File: config.mk
export PLATFORM = sky130hd
export DESIGN_NAME = digit_scan_ctrl
export DESIGN_NICKNAME = d
export VERILOG_FILES = /design/src/rtl/disp_pkg.sv /design/src/rtl/tick_gen.sv /design/src/rtl/digit_scan_ctrl.sv
export SDC_FILE = /design/constraint.sdc
export NUM_CORES = 1
export LEC_CHECK = 0
export CAP_MARGIN = 20
export CORE_UTILIZATION = 44
export CTS_CLUSTER_DIAMETER = 40
export DETAILED_ROUTE_END_ITERATION = 6
export PLACE_DENSITY_LB_ADDON = 0.05
export SETUP_SLACK_MARGIN = 0.4
export SYNTH_ARGS = -nofsm -noshare
export SYNTH_HDL_FRONTEND = slang
export SYNTH_HIERARCHICAL = 1
export SYNTH_SLANG_ARGS = --single-unit
File: constraint.sdc
create_clock -name clk -period 2.59 [get_ports clk]
set_clock_uncertainty 0.1 [all_clocks]
set_input_delay 0.3885 -clock clk [delete_from_list [all_inputs] [get_ports clk]]
set_output_delay 0.3885 -clock clk [all_outputs]
set_load 0.05 [all_outputs]
File: src/rtl/disp_pkg.sv
// Shared constants and helpers for the 4-digit 7-segment scan controller.
package disp_pkg;

  localparam int NUM_DIGITS = 4;

  typedef logic [NUM_DIGITS-1:0] digit_vec_t;

  localparam digit_vec_t SEL_RST = 4'b0001;
  localparam digit_vec_t AN_OFF  = 4'b1111;

  function automatic logic onehot_ok(input digit_vec_t sel);
    return $onehot(sel);
  endfunction

endpackage

File: src/rtl/tick_gen.sv
// Refresh prescaler: counts 0..DIV-1, flags the terminal count and emits a
// registered one-cycle tick on the cycle after it.
module tick_gen #(
  parameter int DIV = 2
) (
  input  logic clk,
  input  logic rst_n,
  output logic tick,
  output logic wrap
);

  localparam int CW = (DIV > 1) ? $clog2(DIV) : 1;
  localparam logic [CW-1:0] LAST = CW'(DIV - 1);

  if (DIV < 2) begin : g_div_chk
    $error("tick_gen: DIV must be >= 2");
  end

  logic [CW-1:0] cnt_q, cnt_d;
  logic          tick_q;

  assign wrap = (cnt_q == LAST);
  assign tick = tick_q;

  // NOTE: defaults come first so every path assigns every output; no latch inferred.
  always_comb begin
    cnt_d = cnt_q + CW'(1);
    if (wrap) cnt_d = '0;
  end

  // NOTE: clocked state uses non-blocking assignments so every register sees pre-edge values.
  always_ff @(posedge clk or negedge rst_n) begin
    if (!rst_n) begin
      cnt_q  <= '0;
      tick_q <= 1'b0;
    end else begin
      cnt_q  <= cnt_d;
      tick_q <= wrap;
    end
  end

endmodule

File: src/rtl/digit_scan_ctrl.sv
// Time-multiplexed 4-digit display scanner: rotating one-hot select, binary
// index and active-low anodes. Optional leading-zero blanking: LEADING_ZERO_BLANK_EN.
module digit_scan_ctrl
  import disp_pkg::*;
#(
  parameter int CLK_HZ   = 100000000,
  parameter int DIGIT_HZ = 1000
) (
  input  logic                  clk,
  input  logic                  rst_n,
  input  logic                  en,
  input  logic [15:0]           val,
  output logic [NUM_DIGITS-1:0] sel,
  output logic [NUM_DIGITS-1:0] an,
  output logic [1:0]            digit_idx,
  output logic                  tick
);

  localparam int DIV = CLK_HZ / DIGIT_HZ;

  logic       adv;
  digit_vec_t sel_q, sel_d;
  digit_vec_t an_q, an_d;
  digit_vec_t blank;
  logic [1:0] idx_q, idx_d;

  tick_gen #(.DIV(DIV)) u_tick_gen (
    .clk   (clk),
    .rst_n (rst_n),
    .tick  (tick),
    .wrap  (adv)
  );

`ifdef LEADING_ZERO_BLANK_EN
  // Digit i goes dark when it and every higher nibble are zero; digit 0 always shows.
  assign blank = {val[15:12] == 4'h0, val[15:8] == 8'h00, val[15:4] == 12'h000, 1'b0};
`else
  logic unused_val;
  assign unused_val = ^val;
  assign blank      = '0;
`endif

  always_comb begin
    sel_d = sel_q;
    idx_d = idx_q;
    if (adv) begin
      if (onehot_ok(sel_q)) begin
        sel_d = {sel_q[NUM_DIGITS-2:0], sel_q[NUM_DIGITS-1]};
        idx_d = idx_q + 2'd1;
      end else begin
        // A corrupted select snaps back to digit 0 at the next advance.
        sel_d = SEL_RST;
        idx_d = '0;
      end
    end
    an_d = en ? (~sel_d | blank) : AN_OFF;
  end

  always_ff @(posedge clk or negedge rst_n) begin
    if (!rst_n) begin
      sel_q <= SEL_RST;
      idx_q <= '0;
      an_q  <= AN_OFF;
    end else begin
      sel_q <= sel_d;
      idx_q <= idx_d;
      an_q  <= an_d;
    end
  end

  assign sel       = sel_q;
  assign an        = an_q;
  assign digit_idx = idx_q;

endmodule

# Word level (Yosys, flattened, before mapping)
# Cells that the tools add are included.
[totals]
output_inout_bits = 11
regBits = 28
elab_cells = 18
in_bits = 19
[classes]
eq_ne = 2
bitwise = 1
muxes = 5
add_sub_neg = 5
[op_table]
columns = ["cell", "n"]
rows = [
  ["$add 17x1->17 const B", 1],
  ["$eq 17x17->1 const B", 1],
  ["$mux 17", 1],
  ["$mux 4", 3],
  ["$add 1x1->2", 2],
  ["$not 4->4", 1],
  ["$add 2x2->3", 1],
  ["$eq 3x1->1 const B", 1],
  ["$add 2x1->2 const B", 1],
  ["$mux 2", 1],
]

# Longest topological paths before layout
[depth]
ltp_word = 7
depth_mapped = 7
mapped_depth_nobuf = 7

# By module
# The synthesis kept the hierarchy.
[modules_own_cells]
columns = ["module", "area_each_um2", "seq_area_each_um2", "cells_each", "instances"]
rows = [
  ["tick_gen", 818.3, 450.4, 75, 1],
  ["digit_scan_ctrl", 490.5, 256.5, 38, 1],
]

# Worst setup path after synthesis
# OpenSTA, ideal clock, no wires.
[synth_timing]
path_type = "reg-to-reg"
from = "reg u_tick_gen.cnt_q[11]"
to = "reg idx_q[1], in the netlist digit_idx[1]"
t_arrival_ns = 2.289
setup_time_ns = 0.121
period_less_slack_ns = 2.510
required_time_ns = 2.369
path_buffers = 1
setup_slack_ns = 0.080
path_stages_with_launch = 7
cell_sequence = "dfrtp_1 -> or4_1 -> or4_4 -> nor4_4 -> buf_4 -> a21boi_1 -> o22a_1"
[synth_between]
elab_chain_cells = 1
[synth_rtl]
columns = ["item", "line", "rtl"]
rows = [
  ["start, declared", "tick_gen.sv:19", "logic [CW-1:0] cnt_q, cnt_d;"],
  ["start signal, assigned", "tick_gen.sv:37", "cnt_q <= cnt_d;"],
  ["$eq 17x17->1", "tick_gen.sv:22", "assign wrap = (cnt_q == LAST);"],
  ["net adv", "digit_scan_ctrl.sv:21", "logic adv;"],
  ["end signal, assigned", "digit_scan_ctrl.sv:66", "idx_q <= idx_d;"],
  ["end, declared", "digit_scan_ctrl.sv:25", "logic [1:0] idx_q, idx_d;"],
]
# The timed path passes the listed nets, and every way through them passes these cells.
# A chain may end at the register's enable or synchronous reset.

# Final worst setup path
[layout_timing]
from = "reg u_tick_gen.cnt_q[12]"
to = "reg idx_q[1], in the netlist digit_idx[1]"
# Same word-level chain as after synthesis.

==> reports/results.txt <==
Outcome - finished clean
Yosys reg bits - 28
Num CTS Buffers - 3
Power Internal - 502 uW
Hold-fix buffers, CTS - 0
Wire length per cell - 14.5 um
Top cell type's share of synthesized area - 44.0%
Crit Path Max Fanout - 5
Reg clk slew, reported paths - 0.14 ns
Final net count - 166
Place WS - 0.148 ns
Critical path's slowest cell - or4_4
H-tree levels - 1
Share of layout cells above drive strength 1 - 23.9%
Global-route wire length before repair - 4180 um
Final setup vio count - 0
Area contributors post-synth - dfrtp_1 (44%), dfstp_2 (10%), xnor2_1 (6.0%)
CP Class - reg2reg
Remaining Overflow, GRT - 0
DRC violations left - 0
Final Max Slew Viols - 0
Seq pwr share - 69.5%
Delay-heaviest family, CP - simple AND/OR/NAND/NOR gates
CTS tree - yes
Quantity of I/O buffers inserted on ports - 13
Register area share after synthesis - 54.0%
Hold Crit Class - in2async
Mapped Avg Cell Area - 11.6 um2
EDFF count, synth - 0
Post-Syn Instances - 113
Post-synth ARST share - 100%
Crit path arrival time - 2.47 ns
P_sw - 128 uW
Vias per inst - 5.52
Core area - 0.00278 mm2
Initial core utilization - 47.1%
Crit end category - flop
VDD IR max - 0.000213 V
Die Ht - 56.5 um
Fmax - 0.426 GHz
Largest net degree at the start of global routing - 18
Die ar. - 0.00320 mm2
P_leak - 0.000742 uW
MaxCap Viol Count - 0
Vias post-DR - 955
Worst path buffer plus inverter count - 3
Period utilisation layout - 90.5%
Critical Path Max Stage Delay - 0.53 ns
Clk network pwr share - 28.3%
Pwr/cell area - 367 mW/mm2
Initial antenna violation count - 0
Final Wtd Congestion - 0.730
Synth cell types - 32
Netlist Area Pre-Place - 0.00131 mm2
Worst-margin pin slew - 0.521 ns
Gate power share - 2.2%
Total wire length - 2520 um
First DRT Iteration DRCs - 27
Commonest cells in the synthesized netlist - dfrtp_1 (23), nor2_1 (9), xnor2_1 (9), nand2_1 (8), inv_1 (7)
Post-Syn Nets - 136
1st-pass router iterations - 4
P&R area growth vs syn - 31.1%
Unrepaired setup endpoints after global routing - true
Detailed placer's ending HPWL - 1630 um
CP Data Required Time - 2.71 ns
TritonCTS Sinks - 28
Antenna cells - 0
Vias in the first global route - 924
Clock Tree Root - clkbuf_4
Cell Chain, Critical Path - or4_4 -> or4_4 -> nor4_4 -> buf_4 -> buf_12 -> buf_4 -> nor2b_1 -> o22a_1
I/O pin count - 30
Final hold viol count - 0
Setup WS post-layout - 0.245 ns
Die W - 56.5 um
Net Sw Frac - 20.4%
Min Tclk post-route - 2.35 ns
Synth Flop Type - dfrtp_1
GRT Total Usage - 16.7%
YS warnings - 6
Clk Latency, worst-skew pair - 0.31 ns
Setup crit start kind - flop
Most numerous cell in the Yosys netlist - dfrtp_1
Antenna-violating nets left - 0
Setup tns final - 0 ns
Cell taking the most area after synthesis - dfrtp_1
CTS max path bufs - 2
Relative slew slack - 65.2%
Std-Cell Rows - 19
[state kept, by name, indices dropped and copies added, names as in the netlist]
register,count
sel,4
u_tick_gen/tick,1
u_tick_gen/cnt_q,17
an,4
digit_idx,2
[path summary, 6_finish.rpt]
check,to,cells after the start,startpoint,slack (ns)
setup / recovery,digit_idx[1],8,u_tick_gen/cnt_q[12],0.24
max in group asynchronous,u_tick_gen/cnt_q[15],2,rst_n,1.48
hold reg to reg,u_tick_gen/cnt_q[0],1,u_tick_gen/cnt_q[0],0.40
hold / removal,digit_idx[0],1,rst_n,0.30
min in group clk,u_tick_gen/cnt_q[0],1,u_tick_gen/cnt_q[0],0.40
setup reg to reg,digit_idx[1],8,u_tick_gen/cnt_q[12],0.24
[stage by stage]
stage	hold WS [ns]	power, uW	instances	cell area [um2]	util (%)
after global placement	0.372	459	157	1490	53.7
after CTS	0.297	643	168	1600	57.6
after floorplan	-0.00709	446	113	1310	-
after global routing	0.329	656	173	1720	61.7
final	0.297	630	173	1720	61.7
after detailed placement	0.387	460	157	1490	53.7
[power groups by stage]
stage	sequential [uW]	combinational [uW]	clock [uW]
global route	438	16.3	201
finish	438	13.8	178
CTS	438	14.0	191
floorplan	446	0.0531	0
global placement	446	13.8	0
detailed placement	446	14.1	0
[kinds of logic after synthesis]
group,Yosys count,share of synthesized area [%]
xor+xnor,14,9.37
simple gates,45,21.6
flops,28,54.0
fa+ha+maj,4,4.40
compound gates,12,6.98
mux,1,0.765
buf+inv,9,2.87
[layout by cell type, fill, tap and decap left out, types with 2 or more instances in the layout]
cell and instances:
a41oi_2 3, and3b_1 4, and4_1 2, buf_4 11, clkbuf_4 3, clkdlybuf4s50_1 12, dfrtp_1 23, dfstp_2 5
ha_1 2, inv_1 6, nand2_1 8, nand3_1 4, nand4_1 4, nor2_1 9, nor2b_1 2, nor3_1 4
o22a_1 2, o22ai_1 2, or4_4 2, xnor2_1 9, xor2_1 5
[routing by layer]
layer	global-route usage [%]	share of wire, %	up-vias
met3	2.30	1.7	4
li1	-	-	464
met5	0	0	-
met1	22.8	48	478
met4	5.92	1.4	0
met2	27.2	49	9
[what timing repair did]
| item | in CTS | in global routing |
|---|---|---|
| resized for setup | 3 | 8 |
| setup endpoints to repair | 11 | 20 |
| cloned | 1 | 1 |
| pin swaps | 2 | 5 |
| buffers inserted | 6 | 4 |
[area by class of cell]
type | instances | area, um2
fillers | 236 | 1070
well taps | 31 | 38.8
inverters | 7 | 26.3
repair buffers | 27 | 284
flip-flops and latches | 28 | 707
multi-input cells | 76 | 633
clock buffers | 4 | 26.3
No activity file was read; power rests on OpenSTA's default activity.
